<file path="config.mk">
export PLATFORM = sky130hd
export DESIGN_NAME = jt12_kon_sched
export DESIGN_NICKNAME = d
export VERILOG_FILES = /design/src/rtl/jt12_kon_sched.sv
export SDC_FILE = /design/constraint.sdc
export NUM_CORES = 1
export LEC_CHECK = 0
export BUFFER_PORTS_ARGS = -buffer_cell sky130_fd_sc_hd__buf_2
export CAP_MARGIN = 5
export CORE_MARGIN = 3
export CORE_UTILIZATION = 55
export DETAILED_ROUTE_END_ITERATION = 16
export PLACE_DENSITY = 0.78
export SYNTH_ARGS = -nofsm -noshare
export SYNTH_HDL_FRONTEND = slang
export SYNTH_SLANG_ARGS = --single-unit
</file>
<file path="constraint.sdc">
create_clock -name clk -period 3.2 [get_ports clk]
set_clock_uncertainty 0.1 [all_clocks]
set_input_delay 0 -clock clk [delete_from_list [all_inputs] [get_ports clk]]
set_output_delay 0 -clock clk [all_outputs]
set_load 0.005 [all_outputs]
</file>
<file path="src/rtl/jt12_kon_sched.sv">
// Key-on write scheduler: queues decoded reg 0x28 writes and presents the head entry
// to the key-on datapath until its channel's operator-3 slot.
module jt12_kon_sched #(
   parameter int unsigned num_ch = 6,
   parameter int unsigned depth  = 4
) (
   input  logic                     clk,
   input  logic                     rst,
   input  logic                     clk_en,
   input  logic                     wr,
   input  logic [7:0]               din,
   input  logic [1:0]               next_op,
   input  logic [2:0]               next_ch,
   output logic                     up_keyon,
   output logic [3:0]               keyon_op,
   output logic [2:0]               keyon_ch,
   output logic [$clog2(depth):0]   pending,
   output logic                     full,
   output logic                     drop_err
);

   localparam int unsigned AW = $clog2(depth);
   localparam int unsigned PW = AW + 1;

   typedef enum logic [1:0] {StEmpty, StActive, StFull} state_e;

   state_e         state_q;
   logic [3:0]     mem_op_q [depth];
   logic [2:0]     mem_ch_q [depth];
   logic [AW-1:0]  wr_ptr_q, rd_ptr_q;
   logic [PW-1:0]  cnt_q, cnt_d;
   logic           drop_q;
   logic           ch_valid, push, pop;
   logic           unused_din3;

   assign unused_din3 = din[3];

   always_comb begin
      ch_valid = 1'b0;
      if (num_ch == 3) ch_valid = din[2:0] < 3'd3;
      else             ch_valid = (din[2:0] != 3'd3) && (din[2:0] != 3'd7);
   end

   assign push = wr && ch_valid && (state_q != StFull);
   // Pop on the edge where the datapath samples the head entry
   assign pop  = clk_en && up_keyon && (next_ch == keyon_ch) && (next_op == 2'd3);

   always_comb begin
      cnt_d = cnt_q;
      if (push && !pop)      cnt_d = cnt_q + PW'(1);
      else if (pop && !push) cnt_d = cnt_q - PW'(1);
   end

   always_ff @(posedge clk) begin
      if (rst) begin
         state_q  <= StEmpty;
         wr_ptr_q <= '0;
         rd_ptr_q <= '0;
         cnt_q    <= '0;
         drop_q   <= 1'b0;
         for (int i = 0; i < int'(depth); i++) begin
            mem_op_q[i] <= '0;
            mem_ch_q[i] <= '0;
         end
      end else begin
         if (push) begin
            mem_op_q[wr_ptr_q] <= din[7:4];
            mem_ch_q[wr_ptr_q] <= din[2:0];
            wr_ptr_q           <= wr_ptr_q + AW'(1);
         end
         if (pop) rd_ptr_q <= rd_ptr_q + AW'(1);
         if (wr && ch_valid && state_q == StFull) drop_q <= 1'b1;
         cnt_q <= cnt_d;
         unique case (state_q)
            StEmpty:  if (push) state_q <= StActive;
            StActive: begin
               if (push && !pop && cnt_q == PW'(depth - 1)) state_q <= StFull;
               else if (pop && !push && cnt_q == PW'(1))    state_q <= StEmpty;
            end
            StFull:   if (pop) state_q <= StActive;
            default:  state_q <= StEmpty;
         endcase
      end
   end

   assign up_keyon = (state_q != StEmpty);
   assign full     = (state_q == StFull);
   assign pending  = cnt_q;
   assign drop_err = drop_q;
   assign keyon_op = mem_op_q[rd_ptr_q];
   assign keyon_ch = mem_ch_q[rd_ptr_q];

endmodule
</file>
==> results of run 1 <==
cell type report:
type                            count  area, um2
Tap cell                           44       55.1
Sequential cell                    40       1080
Inverter                            9       35.0
Clock inverter                      3       18.8
Fill cell                         251        940
Timing Repair Buffer               41        258
Multi-Input combinational cell     96        753
Clock buffer                        5       37.5
tightest hold or removal path: cells and delay by family:
| kind | cells | cell delay [ns] |
|---|---|---|
| AO/OA/AOI/OAI | 2 | 0.17 |
| AND/OR/NAND/NOR | 1 | 0.17 |
| buffers and inverters | 1 | 0.09 |
layer usage:
metal  wire, um  up-vias  track usage
met3        112        8       0.0416
met5          0        -            0
li1           -      618            -
met2       1910       27        0.341
met1       1470      605        0.228
met4         63        0       0.0792
final timing paths:
path	start	end	slack (ns)	depth (start not counted)
min	next_op[1]	state_q[0]	0.04	4
max reg2reg	flop	state_q[0]	0.27	8
min reg2reg	drop_err	drop_err	0.38	2
max	flop	state_q[0]	0.27	8
registers in the layout (all words and copies together) (netlist names), named ones only:
name / count
wr_ptr_q: 2
mem_op_q: 16
state_q: 2
drop_err: 1
rd_ptr_q: 2
pending: 3
mem_ch_q: 12
power breakdown:
part	switching [mW]	leakage [nW]	total (mW)	internal [mW]
Sequential	0.0145	0.388	0.598	0.584
Combinational	0.0611	0.536	0.120	0.0589
Clock	0.161	0.0249	0.244	0.0828
Total	0.237	0.949	0.962	0.726
Yosys cell counts, drive strengths merged:
cell type	count	share of area
and3b	1	0.0046
nand2b	2	0.0066
nor4b	1	0.0046
buf	1	0.0059
ha	6	0.040
nor3	2	0.0053
edfxtp	28	0.44
xor2	5	0.023
o211ai	1	0.0040
or2	3	0.0099
nand3	1	0.0026
nor2b	2	0.0066
inv	7	0.014
o2111ai	1	0.0046
and2	22	0.073
nand2	2	0.0040
o21ai	4	0.011
clkbuf	4	0.0079
xnor2	2	0.0092
a21oi	4	0.011
o21a	1	0.0040
nor4	2	0.0066
or4	1	0.0059
a21boi	1	0.0040
mux4	7	0.083
a31o	1	0.0046
mux2	3	0.018
clkinv	2	0.0046
o31ai	1	0.0040
and3	7	0.023
nor2	13	0.026
dfxtp	12	0.13
cells by family (layout without fill, tap and decap cells):
family,count (synthesis),count (layout)
flops,40,40
simple gates,59,59
buf+inv,14,58
xor+xnor,7,7
compound gates,14,14
fa+ha+maj,6,6
mux,10,10
==> run summary, run 1 <==
The run finished with clean final reports. The number of antenna violations at the first check in global routing was 0; the hold-fix buffer count after cts was 8. The critical path in this run is classified as reg -> reg. The H-tree was split into 2 levels. OpenSTA, run right after detailed placement, puts the worst setup slack at 0.289 ns.

The tools report the number of vias after detailed routing as 1,258. The horizontal extent of the die is 64.7 um. The sequential share of the synthesized area was 0.570; the sum of negative setup slack was 0 ns. The run gives 0.194 as the total routing usage reported by global routing. For the final cell utilization of the core, the log shows 0.704. The ratio of final minimum period to clock period is 0.914. The global route total overflow is 0.

After the last flow step, the layout net total stands at 216. Clock tree synthesis inserted a total of 5 buffers. In the post-route analysis, the smallest setup slack over all paths is 0.274 ns. The tools report the total design power as 0.962 mW.

After clock tree synthesis, the clock-pin slew on the worst setup and hold paths is 0.11 ns. In this run the clock root is driven by a clkbuf_4. For the pin with the worst max-slew slack, the measured transition is 0.743 ns. After detailed routing, the number of remaining DRC violations is 0.

In the layout the commonest cells are buf_2, edfxtp_1, and2_1, nor2_1, dfxtp_1. The share of cell area taken by muxes after synthesis works out to 0.101. The largest single stage delay on the critical path is 0.58 ns. Max-cap violations in this run came to 0. The kind of cell with the highest combined delay along the critical path is simple AND/OR/NAND/NOR gates. The repair_antennas step left the layout with diodes totalling 0.

Counting along the longest clock path gives a buffer depth of 2. STA classifies the critical path startpoint as a flop. Standard-cell row count: 20. For this design, the slowest cell found on the critical path is or4_4.

The critical path goes through mux4_2 -> xor2_1 -> or4_4 -> ha_1 -> and2_1 -> o31ai_1 -> o211ai_1 -> a21oi_1. The fraction of layout cells with a size suffix above 1 was 0.278. For this run, the top clock speed supported by timing is 0.342 GHz. For the worst setup path, the data required time is 3.37 ns.

In this run the worst hold path is classified as in -> reg. Setup violations remaining at the end of the flow were counted as 0. The Yosys step of the flow raised 0 warnings. The logs give 3.56 mm for the routed wire length and 0 for the post-CTS setup buffer count. The worst IR drop on VDD is 0.239 mV, and the synthesized instance count is 150. From bottom edge to top edge, the die measures 64.7 um. Data on the critical path arrives at its endpoint at 3.10 ns. Gates resized during post-CTS repair numbered 0. The count of nets left with antenna violations once routing finished came out at 0. In this run, distinct cell masters in the synthesized netlist total 34. Final hold analysis gives a worst-case slack of 0.0354 ns. The logs give 0 for the final-report hold violation count and 30 for the I/O pin count. The count of final max-slew check failures is 0, and the final critical delay including setup and external delays is 2.93 ns. The average instance in the mapped netlist occupies 12.6 um2.

The remaining max-slew budget at the tightest pin came out at 0.501. Setup repair after global routing left no endpoint under its margin. In the final routed layout, each cell accounts on average for 15.0 um. In this run the power density over the cells is 430 mW/mm2. The number of placed instances, taps included is 222.

Entering global routing, the biggest net connects 18 pins. Once layout is done, the placed cells without fillers occupy 0.00224 mm2. The logs give 0.949 nW for the leakage dissipation and 6.01 mm for the first-pass GRT wire length. The post-detailed-placement cell area is 0.00210 mm2, and the largest driver fanout on the critical path is 5. The area share of xor/xnor cells in the synthesized design is 0.0323.

After synthesis the cells add up to 0.00190 mm2. The dominant combinational cell family by area after synthesis is simple AND/OR/NAND/NOR gates. TritonCTS built the clock tree. Clock latency on the worst-skew pair, taken at its later pin, is 0.34 ns. The die covers 0.00419 mm2. In this run, the number of DRC markers left after iteration 0 of detailed routing was 50. STA classifies the critical path endpoint as a flop.

The number of global-route vias before repair was 1,269; the HPWL after detailed placement was 2.65 mm. The effective utilization at floorplan is 0.596, and the post-layout instance count excluding filler cells is 238. In the routed layout, each cell is associated on average with a via count of 5.29.

The number of clock sinks seen by CTS is 40, and the number of synthesized register bits is 40. Counting both buffers and inverters, the worst setup path holds a total of 0. The number of nets in the synthesized netlist is 173. Compared with the post-synthesis result, the final layout area differs by 18.1%. The area fraction in compound gates after synthesis was 0.0462.

The first detailed-routing pass took 5 iterations. Input and output buffers added on the ports amount to 28. For the final estimated routing congestion in global placement, the log shows 0.837.

The total area inside the core boundary comes to 0.00318 mm2. The share of synthesized cell area in and, or, nand and nor gates works out to 0.178. Fraction of the mapped netlist area in adder cells: 0.0396.
Power figures use the tool's default switching activity.
==> run 2, diff against run 1 <==
--- a/config.mk
+++ b/config.mk
@@ -8,9 +8,8 @@
 export BUFFER_PORTS_ARGS = -buffer_cell sky130_fd_sc_hd__buf_2
 export CAP_MARGIN = 5
 export CORE_MARGIN = 3
-export CORE_UTILIZATION = 55
+export CORE_UTILIZATION = 35
 export DETAILED_ROUTE_END_ITERATION = 16
-export PLACE_DENSITY = 0.78
 export SYNTH_ARGS = -nofsm -noshare
 export SYNTH_HDL_FRONTEND = slang
 export SYNTH_SLANG_ARGS = --single-unit
==> run 2 against run 1 <==
Against the previous run:
- worst setup slack better by 0.0017 ns
- core utilization shrank 26 points
- sequential share of layout area down 1.2 points
- register-to-register slack is essentially flat
- critical path type unchanged
- critical path depth did not move
- largest power group unchanged
- highest routed layer unchanged
- routed wire length rose by 13%
- first-iteration DRC count increased by 36%
- via count increased by 1.0%
==> run summary, run 2 (synthesis gave the netlist of run 1 again) <==
Leakage dissipation: 0.965 nW. The number of max-cap violations was 0; the final-report hold violation count was 0. The final layout contains 216 nets. The number of antenna diodes in the final layout is 0. The worst register-to-register path has a depth of 8. Setup repair after global routing left no endpoint under its margin. The tools report the global-route met2 utilization as 0.235. The detail route stage leaves a number of antenna-violating nets equal to 0. For the number of global-route vias before repair, the log shows 1,418.

For the power share of the clock group, the log shows 0.305. The clock reaches the later pin of the worst-skew pair after 0.29 ns. The standard-cell row count was 26.

Summed over all layers, the routed wires come to 4.01 mm. The logs give 0.00213 mm2 for the post-detailed-placement cell area and 18 for the pin count of the biggest net entering global routing. The effective utilization at floorplan is 0.366.

Clock tree synthesis selected as its root buffer the cell clkbuf_8. The kind of end point of the critical path is a flop. The run gives 30 as the I/O pin count.

Counting the buffers created by CTS gives 5. For this design the ratio of total power to cell area is 452 mW/mm2. The type of the setup path with the least slack is reg -> reg.

The internal reg-to-reg setup slack came out at 0.28 ns. The relative contribution of combinational cells to total power was 0.119; the internal power component was 0.795 mW. The run finished with clean final reports. Summed over all nets, the switching power comes to 0.243 mW. The timing endpoint of the critical path was state_q[0]. The congestion estimate from routability-driven global placement came to 0.783. The growth of design area from synthesis to finish came out at 21.1%. The first global-routing pass estimated 6.60 mm of wire. Of all nets on the critical path, the largest fanout is 5. Summed over all failing endpoints, the final setup total negative slack is 0 ns. The switching part of the total power was 0.234. The final critical delay including setup and external delays works out to 2.92 ns. The register with the most flip-flops in the layout has 16 of them. During placement, the flow inserted port buffers numbering 28.

The tools report the total non-filler cell area in the finished layout as 0.00230 mm2. Number of vias per cell: 4.81. TritonCTS built the clock tree. The clock passes through at most 2 buffers. In this run the worst hold path is classified as in -> reg.

The die footprint came out at 0.00633 mm2. The ratio of final minimum period to clock period was 0.914; the fraction of layout cells with a size suffix above 1 was 0.273. Counting every sink on the clock net gives 40. The global routing stage identified its most utilized layer as met2. In this run the post-CTS setup repair buffer count came out at 0. The logs give 0.576 for the relative contribution of sequential cells to total power and 264 for the post-layout instance count excluding filler cells. Met1 global-route usage: 0.158.

The worst-margin pin slew was 0.758 ns. For this run, design rule violations remaining after detail routing come to 0. The register with the most flip-flops in the final layout is mem_op_q.

The capture point of the worst reg-to-reg path is state_q[0]. The kind of start point of the critical path was a flop. From left edge to right edge, the die measures 79.6 um.

The tools report the number of placed instances, taps included as 248. STA puts the critical path data required time at 3.32 ns. For the data arrival at the endpoint of the critical path, the log shows 3.05 ns. Summed over all layers, the global routing overflow is 0. For this block, the via count after detailed routing is 1,271.

The tools report the HPWL after detailed placement as 2.81 mm. The logs give 0.00517 mm2 for the core area and 0 for the count of final max-slew check failures. Static timing analysis puts the maximum clock frequency at 0.342 GHz.

The clock transition at the registers of the reported paths came out at 0.07 ns. The tools report the worst IR drop on VDD as 0.169 mV. The run gives 0.491 as the remaining max-slew budget at the tightest pin. Dividing the detail-routed wire length by the instance count gives 15.2 um.

Setup violations remaining at the end of the flow were counted as 0. Number of iterations in the first detailed-routing pass: 4. The tools report the startpoint of the lowest-slack hold path as wr. The number of antenna violations at the first check in global routing is 0. The routing usage on met3 was 0.0474. The number of violations reported at the end of detailed-routing iteration 0 is 68.

The die span in y came out at 79.6 um. In the layout the commonest cells are buf_2, edfxtp_1, and2_1, nor2_1, dfxtp_1. The total routing usage reported by global routing came out at 0.140.

The run gives 2 as the count of H-tree levels built during CTS.
## run 2: changes by cell type in the layout (fill, tap and decap cells not counted), sizes merged
cell | before | now
clkinvlp | 2 | 0
clkbuf | 5 | 7
## run 2: per-layer routing
| metal | vias up | routed length (um) |
|---|---|---|
| met5 | - | 0 |
| met4 | 0 | 53 |
| met3 | 6 | 181 |
| met2 | 27 | 2030 |
| met1 | 621 | 1750 |
| li1 | 617 | - |
## run 2: layout make-up
| cell class | count | area [um2] |
|---|---|---|
| multi-input combinational | 96 | 753 |
| fill | 499 | 2880 |
| timing repair buffer | 41 | 258 |
| tap | 70 | 87.6 |
| clock buffer | 7 | 76.3 |
| sequential | 40 | 1080 |
| inverter | 9 | 35.0 |
| clock inverter | 1 | 3.75 |
## run 2: repair_timing
item                                    4_1_cts  5_1_grt
resized for setup                             0        1
endpoints found under the hold margin        34        0
hold buffers                                  8        0
endpoints found under the setup margin        0        1
## run 2: power by group through the flow
stage	Clock (mW)	Sequential, mW	Combinational [mW]
after floorplan	0	0.606	0.0699
after global placement	0	0.607	0.114
after detailed placement	0	0.610	0.117
after CTS	0.326	0.598	0.125
after global routing	0.346	0.601	0.140
final	0.317	0.598	0.123
## run 2: through the flow
stage                      util  worst slack, ns  total power, mW  hold WS, ns
after global routing      0.444           0.0529             1.09        0.143
final                     0.444            0.275             1.04        0.116
after global placement    0.413            0.286            0.721        0.208
after CTS                 0.444            0.149             1.05       0.0955
after detailed placement  0.413            0.173            0.726        0.215
after floorplan               -            0.484            0.676       0.0982
## run 2: worst max-delay path: stages (launching register included)
cell and delay [ns]:
dfxtp_2 0.43, mux4_2 0.55, xor2_1 0.18, or4_4 0.57, ha_1 0.28, and2_1 0.21
o31ai_1 0.27, o211ai_1 0.14, a21oi_1 0.13
## run 2: worst min-delay path by stage
stage,cells past startpoint,to
after floorplan,1,mem_ch_q[0][0]
after global placement,2,mem_op_q[1][3]
after detailed placement,2,mem_op_q[1][3]
after CTS,4,state_q[0]
after global routing,4,state_q[0]
final,4,drop_err
==> run 3, diff against run 2 <==
--- a/config.mk
+++ b/config.mk
@@ -10,6 +10,7 @@
 export CORE_MARGIN = 3
 export CORE_UTILIZATION = 35
 export DETAILED_ROUTE_END_ITERATION = 16
+export RECOVER_POWER = 25
 export SYNTH_ARGS = -nofsm -noshare
 export SYNTH_HDL_FRONTEND = slang
 export SYNTH_SLANG_ARGS = --single-unit
==> run 3 against run 2 <==
Against the previous run:
- total power decreased by 0.19%
- count of clock-buffer cells in the layout is the same
- first-iteration DRC count unchanged
- worst setup slack worse by 0.019 ns
- cell count did not move
- largest cell class unchanged
- critical endpoint unchanged
==> run summary, run 3 (synthesis gave the netlist of run 1 again) <==
The number of vias per cell works out to 4.84. The signal on the critical path passes through mux4_2 -> xor2_1 -> or4_4 -> ha_1 -> and2_1 -> o31ai_1 -> o211ai_1 -> a21oi_1. The min-delay analysis places its worst path in the category in -> reg.

Timing analysis after detailed placement gives a worst setup slack of 0.173 ns. Internal power comes to 0.794 mW. Power share of the clock group: 0.305. The worst setup path is captured at a flop. The worst hold slack is 0.118 ns. The tools report the data arrival at the endpoint of the critical path as 3.07 ns.

The commonest non-fill, non-tap cell in the layout is edfxtp_1. Once the clock tree was built, the setup fixing pass inserted 0 buffers. The register with the most flip-flops in the layout has 16 of them.

The run gives 0.140 as the total routing usage reported by global routing. The pin count of the biggest net entering global routing is 18, and the routed length per placed instance is 15.2 um. The effective utilization at floorplan came out at 0.366. After layout, the minimum clock period comes to 2.94 ns. The relative contribution of combinational cells to total power is 0.118, and the number of clock buffers inserted by TritonCTS is 5. The post-detailed-placement cell area was 0.00213 mm2. The repair_antennas step left the layout with diodes totalling 0. The fraction of layout cells with a size suffix above 1 was 0.237; the leakage dissipation was 0.939 nW. The tools report the standard-cell row count as 26.

The startpoint of the lowest-slack hold path was next_op[1]. The kind of start point of the critical path is a flop. For the global route total overflow, the log shows 0. Leaving out fill and tap cells, the most frequent cells in the layout are edfxtp_1, and2_1, buf_2, nor2_1, dfxtp_1.

During placement, the flow inserted port buffers numbering 28. In this run the remaining antenna-violating nets after routing total 0. The logs give 0.577 for the relative contribution of sequential cells to total power and 0 for the number of remaining DRC errors. The number of violations reported at the end of detailed-routing iteration 0 was 68; the I/O pin count was 30. The critical path contains buffers and inverters numbering 0 combined.

Broken down by cell family, the worst path's largest delay share belongs to simple AND/OR/NAND/NOR gates. Once routing completed, OpenROAD measured the worst setup slack at 0.256 ns. The cell at the root of the clock tree was clkbuf_8. Of all nets on the critical path, the largest fanout is 5.

The die span in y is 79.6 um. Setup repair after global routing left no endpoint under its margin. The run finished with clean final reports. For the count of final max-slew check failures, the log shows 0.

More flip-flops sit in one register than any other, and that register is mem_op_q. The tools report the remaining max-slew budget at the tightest pin as 0.482. The congestion estimate from routability-driven global placement came to 0.783.

The worst IR drop on VDD was 0.167 mV; the number of max-cap violations was 0. For the number of antenna violations at the first check in global routing, the log shows 0. The final layout contains 216 nets.

Net switching power of the design: 0.242 mW. The filler cells instantiated in the layout total 496. The clock tree synthesis step divided the H-tree into 2 levels. Once detailed placement completed, the half-perimeter wirelength came to 2.81 mm.

For this run, the slowest stage of the critical path takes 0.58 ns. Excluding fillers, the count of instances in the completed layout stands at 264. The number of global-route vias before repair was 1,418.

The final cell utilization of the core was 0.442; the number of placed instances, taps included was 248. The logs give 1,277 for the number of vias after detailed routing and 2 for the maximum count of clock buffers along a single path. The cell with the biggest individual delay on the critical path is or4_4. Type of the setup path with the least slack: reg -> reg. The first global-routing pass estimated 6.60 mm of wire. Clock-pin slew was measured on the worst setup and hold paths at 0.07 ns. Based on the critical path, the design can be clocked at up to 0.340 GHz. The design draws 1.04 mW.

The routed wire length came out at 4.01 mm. The sum of negative setup slack was 0 ns. The critical path data required time is 3.32 ns. Once layout is done, the placed cells without fillers occupy 0.00228 mm2. The tools report the final-report hold violation count as 0.

The number of iterations in the first detailed-routing pass was 4; the horizontal extent of the die was 79.6 um. The run gives 0 as the final setup violation count. The power density of the placed cells was 453 mW/mm2; the core area was 0.00517 mm2. Clock latency on the worst-skew pair, taken at its later pin, is 0.29 ns.

From synthesis to final layout, the design area changed by 20.5%. The ratio of final minimum period to clock period was 0.920; the die footprint was 0.00633 mm2. Switching part of the total power: 0.234. The tools report the number of clock sinks seen by CTS as 40. The worst-margin pin slew was 0.771 ns. TritonCTS built the clock tree.
## run 3: worst paths after layout
path | to | slack, ns | cells past startpoint
worst min-delay path | state_q[0] | 0.12 | 4
worst min register to register | drop_err | 0.37 | 2
worst max-delay path | state_q[0] | 0.26 | 8
worst max register to register | state_q[0] | 0.26 | 8
## run 3: power groups by stage
| stage | sequential, mW | clock (mW) | combinational [mW] |
|---|---|---|---|
| 3_3_place_gp | 0.607 | 0 | 0.114 |
| 2_1_floorplan | 0.606 | 0 | 0.0699 |
| 4_1_cts | 0.598 | 0.326 | 0.125 |
| 3_5_place_dp | 0.610 | 0 | 0.117 |
| 5_1_grt | 0.601 | 0.346 | 0.139 |
| 6_report | 0.598 | 0.316 | 0.122 |
## run 3: metal layers
metal,share of wire,vias to the layer above,global-route usage
met3,0.045,6,0.0474
met5,0,-,0
met1,0.44,624,0.158
li1,-,618,-
met4,0.013,0,0.0722
met2,0.50,29,0.235
## run 3: timing repair
action                                  4_1_cts  5_1_grt
endpoints found under the setup margin        0        1
hold buffers                                  8        0
resized for setup                             0        1
endpoints found under the hold margin        34        0
## run 3: layout make-up
| class | instances | area [um2] | share of cell area |
|---|---|---|---|
| Clock inverter | 1 | 3.75 | 0.00164 |
| Multi-Input combinational cell | 96 | 753 | 0.330 |
| Clock buffer | 7 | 76.3 | 0.0334 |
| Sequential cell | 40 | 1080 | 0.474 |
| Timing Repair Buffer | 41 | 246 | 0.108 |
| Inverter | 9 | 35.0 | 0.0153 |
| Tap cell | 70 | 87.6 | 0.0383 |
## run 3: worst register-to-register path: cells and delay by family (launching register included)
kind	cells	cell delay, ns
AND/OR/NAND/NOR	2	0.79
AO/OA/AOI/OAI	3	0.55
multiplexers	1	0.55
flip-flops	1	0.43
adder cells (fa/ha/maj)	1	0.28
XOR/XNOR	1	0.17
